==> src/rtl/fetch_stage_ctrl.sv <==
// rtl/fetch_stage_ctrl.sv - instruction fetch stage with IF/ID pipeline register
module fetch_stage_ctrl #(
  parameter int ADDRESS_LEN = 32,
  parameter logic [ADDRESS_LEN-1:0] RESET_PC = '0,
  parameter logic [ADDRESS_LEN-1:0] PC_STEP = ADDRESS_LEN'(4)
) (
  input  logic                   clk,
  input  logic                   rst,
  input  logic                   freeze,
  input  logic                   branch_taken,
  input  logic [ADDRESS_LEN-1:0] branch_addr,
  output logic                   imem_req,
  output logic [ADDRESS_LEN-1:0] imem_addr,
  input  logic                   imem_ready,
  input  logic [ADDRESS_LEN-1:0] imem_rdata,
  output logic [ADDRESS_LEN-1:0] pc_out,
  output logic [ADDRESS_LEN-1:0] instruction_out,
  output logic                   valid_out
);

  typedef enum logic [1:0] {
    S_FETCH = 2'd0,
    S_HOLD  = 2'd1,
    S_DRAIN = 2'd2
  } state_t;

  state_t                 state_q, state_d;
  logic [ADDRESS_LEN-1:0] pc_q, pc_d;
  logic [ADDRESS_LEN-1:0] pc_out_q, pc_out_d;
  logic [ADDRESS_LEN-1:0] ins_q, ins_d;
  logic                   valid_q, valid_d;
  logic [ADDRESS_LEN-1:0] buf_pc_q, buf_pc_d;
  logic [ADDRESS_LEN-1:0] buf_ins_q, buf_ins_d;
  logic [ADDRESS_LEN-1:0] pc_next;

  // Sequential successor of the current PC; wraps naturally modulo 2^ADDRESS_LEN.
  assign pc_next = pc_q + PC_STEP;

  // A request is only presented while fetching, and never while reset is held.
  assign imem_req        = (state_q == S_FETCH) && !rst;
  assign imem_addr       = pc_q;
  assign pc_out          = pc_out_q;
  assign instruction_out = ins_q;
  assign valid_out       = valid_q;

  // State, PC, hold buffer and IF/ID register, all cleared asynchronously.
  always_ff @(posedge clk or posedge rst) begin
    if (rst) begin
      state_q   <= S_FETCH;
      pc_q      <= RESET_PC;
      pc_out_q  <= '0;
      ins_q     <= '0;
      valid_q   <= 1'b0;
      buf_pc_q  <= '0;
      buf_ins_q <= '0;
    end else begin
      state_q   <= state_d;
      pc_q      <= pc_d;
      pc_out_q  <= pc_out_d;
      ins_q     <= ins_d;
      valid_q   <= valid_d;
      buf_pc_q  <= buf_pc_d;
      buf_ins_q <= buf_ins_d;
    end
  end

  // Next state and next register contents; a taken branch overrides everything.
  always_comb begin
    state_d   = state_q;
    pc_d      = pc_q;
    pc_out_d  = pc_out_q;
    ins_d     = ins_q;
    valid_d   = valid_q;
    buf_pc_d  = buf_pc_q;
    buf_ins_d = buf_ins_q;

    if (branch_taken) begin
      // Flush IF/ID and the buffer; a response arriving this cycle is dropped.
      pc_d      = branch_addr;
      pc_out_d  = '0;
      ins_d     = '0;
      valid_d   = 1'b0;
      buf_pc_d  = '0;
      buf_ins_d = '0;
      // Without a response this cycle one is still in flight and must be drained.
      state_d   = (state_q == S_FETCH && !imem_ready) ? S_DRAIN : S_FETCH;
    end else begin
      case (state_q)
        S_FETCH: begin
          if (imem_ready) begin
            pc_d = pc_next;
            if (freeze) begin
              // Decode is stalled: park the word so it is not lost.
              buf_pc_d  = pc_next;
              buf_ins_d = imem_rdata;
              state_d   = S_HOLD;
            end else begin
              pc_out_d = pc_next;
              ins_d    = imem_rdata;
              valid_d  = 1'b1;
            end
          end else if (!freeze) begin
            pc_out_d = '0;
            ins_d    = '0;
            valid_d  = 1'b0;
          end
        end
        S_HOLD: begin
          if (!freeze) begin
            pc_out_d = buf_pc_q;
            ins_d    = buf_ins_q;
            valid_d  = 1'b1;
            state_d  = S_FETCH;
          end
        end
        S_DRAIN: begin
          // The stale response belongs to the old path; keep decode fed with bubbles.
          pc_out_d = '0;
          ins_d    = '0;
          valid_d  = 1'b0;
          if (imem_ready) state_d = S_FETCH;
        end
        default: state_d = S_FETCH;
      endcase
    end
  end

endmodule

==> config.mk <==
export PLATFORM = sky130hd
export DESIGN_NAME = fetch_stage_ctrl
export DESIGN_NICKNAME = d
export VERILOG_FILES = /design/src/rtl/fetch_stage_ctrl.sv
export SDC_FILE = /design/constraint.sdc
export NUM_CORES = 1
export LEC_CHECK = 0
export BUFFER_PORTS_ARGS = -buffer_cell sky130_fd_sc_hd__buf_4
export CAP_MARGIN = 20
export CORE_MARGIN = 5
export CORE_UTILIZATION = 55
export CTS_CLUSTER_SIZE = 14
export DETAILED_ROUTE_END_ITERATION = 10
export PLACE_DENSITY_LB_ADDON = 0.08
export SYNTH_ARGS = -nofsm -noshare
export SYNTH_HDL_FRONTEND = slang
export SYNTH_SLANG_ARGS = --single-unit
==> constraint.sdc <==
create_clock -name clk -period 5.75 [get_ports clk]
set_input_delay 0.2875 -clock clk [delete_from_list [all_inputs] [get_ports clk]]
set_output_delay 0.2875 -clock clk [all_outputs]
set_load 0.01 [all_outputs]
* Word level (Yosys, flattened, before mapping)
Index checks and enable logic that the tools add are counted.
Storage, ports and cells: register bits 163, input bits 69, output and inout port bits 98, logic and storage cells 64
Operators by class: add/subtract/negate cells 1, equality and inequality tests 8, muxes and demuxes 34, reductions and logical operators 14
Operator list (number):
- $mux W32 | 20
- $pmux W32 S3 | 2
- $add A32 B3 Y32 const B | 1
- $ne A3 B3 Y1 const B | 5
- $mux W2 | 6
- $pmux W2 S3 | 1
- $reduce_and A3 Y1 | 2
- $reduce_bool A2 Y1 | 3
- $mux W1 | 4
- $ne A4 B4 Y1 const B | 1
- $reduce_and A2 Y1 | 2
- $reduce_and A4 Y1 | 1
- $reduce_bool A4 Y1 | 1
- $pmux W1 S3 | 1
- $eq A2 B1 Y1 const B | 1
- $eq A2 B2 Y1 const B | 1
- $logic_and A1 B1 Y1 | 2
- $logic_not A1 Y1 | 2
- $logic_not A2 Y1 | 1

* Logic depth before layout (Yosys ltp)
word-level depth 5, depth in mapped cells 10, mapped depth without buffers 7

* Worst setup path before layout
No wires, ideal clock.
kind register to register, from register state_q[0], to register ins_q[4] (netlist: instruction_out[4]), library setup time 135 ps, arrival 2017 ps, required time 5615 ps, path slack 3599 ps, cell stages (with the launch flop) 10, path buffers 3, clock period less this slack 2151 ps, cell sequence dfrtp_1 inv_1 ha_1 clkbuf_1 nor2_1 nor2_1 nor2_1 clkbuf_1 buf_2 o31ai_1
On the way: longest elaborated chain between the ends 3, elaborated cells between the ends (all ways) 9, those cells by class eq/ne: 4; mux: 2; reduce/logical: 3
RTL lines:
- start, declared | line 27 | state_t state_q, state_d;
- start signal, assigned | line 57 | state_q <= state_d;
- $eq A2 B1 Y1, or another cell as far along | line 88 | case (state_q)
- $ne A3 B3 Y1 (no line), or another cell as far along
- $reduce_and A3 Y1 (no line) or $mux W32 (tied branches)
- end signal, assigned | line 60 | ins_q <= ins_d;
- end, declared | line 30 | logic [ADDRESS_LEN-1:0] ins_q, ins_d;
Several ways; a longest one is shown, not always the timed one. A chain may end at the register's enable or synchronous reset.

* Worst setup path after layout
from register state_q[0], to register buf_pc_q[12]
On the way: longest elaborated chain between the ends 3
RTL lines:
- $logic_not A2 Y1 | line 88
- $reduce_bool A2 Y1 (no line)
- $reduce_and A3 Y1 (no line)
- end signal, assigned | line 62 | buf_pc_q <= buf_pc_d;
- end, declared | line 32 | logic [ADDRESS_LEN-1:0] buf_pc_q, buf_pc_d;
No other way between the ends.

==> flow_summary.yaml <==
outcome:
  outcome: "finished clean"
synth:
  yosys_warnings: 0
  synth_cell_types: 49
  ys.flop_type: "dfrtp_1"
  synthCells: 752
  synth_edf_count: 0
  netlist_area_um2: 7680
  synth_top_cell_by_area: "dfrtp_1"
  yosys.cell_count.top_type: "dfrtp_1"
  yosysSeqAreaShare: 0.531
  synth.area.top_cells: "dfrtp_1 (53%), a22oi_1 (5.7%), nand2_1 (5.6%)"
  yosys-top-cells-count: "dfrtp_1 (163), nand2_1 (115), o21ai_0 (75)"
  synthArstFlopShare: 1.00
  postSynthNetCount: 825
  ys_ff_latch: 163
  synth_top_area_frac: 0.531
  synth_area_per_cell_um2: 10.2
final_layout:
  fillers: 1069
  final_nets: 958
  n_antenna_cell: 0
  area_growth_syn_to_layout_pct: 24.0
  drive_gt1_frac: 0.242
  final_cell_area_um2: 9520
cts:
  cts.hold.buffers_added: 0
  cts_sinks: 163
  clk_pin_slew_worst_paths_ps: 60
  cts_resized: 0
  postCtsSetupBuffers: 0
  ctsLongestPathBuffers: 2
  tritoncts: "built"
  cts_root_buffer: "clkbuf_16"
  clk_latency_ps: 430
  cts_max_level: 4
  cts_made_buffers: 17
detailed_routing:
  post-route-drc-count: 0
  drt_iter0_markers: 823
  dr.pass1.iters: 5
  avgViaCountPerCell: 5.97
  wl_mm: 20.0
  via_count: 6421
  wl_per_cell_um: 18.6
  antenna_left: 0
global_routing:
  grt_overflow: 0
  grt_pass1_wl_mm: 32.9
  grt_pass1_vias: 6550
  grt_max_degree: 93
  grt_use_total: 0.251
  grt_antenna_before_repair: 0
timing:
  setup-tns-final_ps: 0
  hold_viol: 0
  fmax_mhz: 320
  max_slew.worst_pin.slew_ps: 941
  fin_crit_sh: 0.544
  setup_violations: 0
  slew-limit-headroom: 0.371
  skew_ps: 8.38
  hold_ws_ps: 45.2
  min_period_ps: 3130
  slew_viol_final: 0
  rsz0062_at_grt: "no"
worst_setup_path:
  cp.required_ps: 6060
  crit_path_max_fanout: 28
  cp-start-kind: "flip-flop"
  reg2reg_slack_ps: 2620
  ff2ff_path_depth: 5
  worstSetupPathType: "reg2reg"
  crit_arrival_ps: 3440
  end_kind: "flip-flop"
die:
  dieArea_um2: 16400
  die_w_um: 128
  initial_core_util: 0.558
  rows: 43
  die_h_um: 128
  core_area_um2: 13800
  io-pin-count: 167
placed_design:
  port_buffers: 166
  dp_hpwl_mm: 13.2
  gp_congestion: 0.882
  postPlaceCellArea_um2: 8950
pwr:
  ir_drop_v: 0.000234
  leakage_nw: 4.26
  power.density_nw_per_um2: 317
hold_path:
  hold_class: "in2async"
flow_run:
  drv_cap: 0
[cell type report]
class | count | area, µm² | share of cell area
Inverter | 7 | 31.3 | 0.00328
Clock buffer | 23 | 488 | 0.0512
Clock inverter | 6 | 55.1 | 0.00578
Multi-Input combinational cell | 521 | 3310 | 0.348
Sequential cell | 163 | 4080 | 0.428
Tap cell | 180 | 225 | 0.0236
Timing Repair Buffer | 175 | 1330 | 0.140
[report_power, final]
| group | internal, W | switching (W) |
|---|---|---|
| registers | 0.00125 | 0.0000991 |
| clock network | 0.000630 | 0.000430 |
| logic | 0.000253 | 0.000353 |
| total | 0.00213 | 0.000882 |
[kinds of logic after synthesis]
family / count (synthesis) / share of synthesized area
DFF: 163 / 0.531
AOI/OAI and AO/OA: 240 / 0.216
and+or+nand+nor: 217 / 0.135
adders and majority gates: 4 / 0.00652
muxes: 3 / 0.00424
xor gates and xnor gates: 57 / 0.0650
buffers and inverters: 68 / 0.0417
[layout by cell type, fill, tap and decap left out, types with 4 or more instances in the layout]
master,netlist,routed
nand3_1,23,23
o21ai_0,75,75
nand2_1,115,115
clkinv_2,0,5
nand4_1,18,18
xor2_1,38,38
clkbuf_16,0,17
xnor2_1,19,19
nor3_1,10,10
clkbuf_8,0,4
a22o_1,36,36
buf_4,2,174
a21boi_0,11,11
dfrtp_1,163,163
inv_1,7,6
o31ai_1,44,44
a22oi_1,58,58
ha_1,4,4
nand2b_1,4,4
nor2_1,25,23
[path summary, 6_finish.rpt]
| kind | startpoint | to |
|---|---|---|
| worst min-delay path | rst | buf_ins_q[12] |
| worst max-delay path | state_q[0] | buf_pc_q[12] |
| min in group clk | branch_addr[18] | imem_addr[18] |
| worst max register to register | state_q[0] | buf_pc_q[12] |
| worst min register to register | instruction_out[23] | instruction_out[23] |
| max in group asynchronous | rst | buf_pc_q[5] |
[metrics by stage]
step | cells | util | worst slack (ps) | power [W]
final | 1075 | 0.691 | 2620 | 0.00302
after global routing | 1075 | 0.691 | 2270 | 0.00315
after CTS | 1074 | 0.689 | 2510 | 0.00303
after detailed placement | 1045 | 0.650 | 2590 | 0.00196
after global placement | 1045 | 0.650 | 2720 | 0.00194
after floorplan | 752 | - | 1060 | 0.00170
[state kept, by name, indices dropped and copies added, names as in the netlist]
register / count
pc_out: 32
buf_pc_q: 32
state_q: 2
imem_addr: 32
buf_ins_q: 32
instruction_out: 32
valid_out: 1
[metal layers]
metal / part of all wire / global-route usage / routed length, µm / up-vias
met5: 0 / 0 / 0 / -
met4: 0.022 / 0.0930 / 437 / 0
met3: 0.081 / 0.0546 / 1620 / 40
met2: 0.48 / 0.400 / 9650 / 273
met1: 0.42 / 0.340 / 8310 / 3128
li1: - / - / - / 2980
[critical path: stages (launching register included)]
cell	delay, ps
dfrtp_1	410
inv_1	100
ha_1	450
and2_0	770
nand3b_1	840
o21ai_0	440
(Power assumes the default switching activity.)
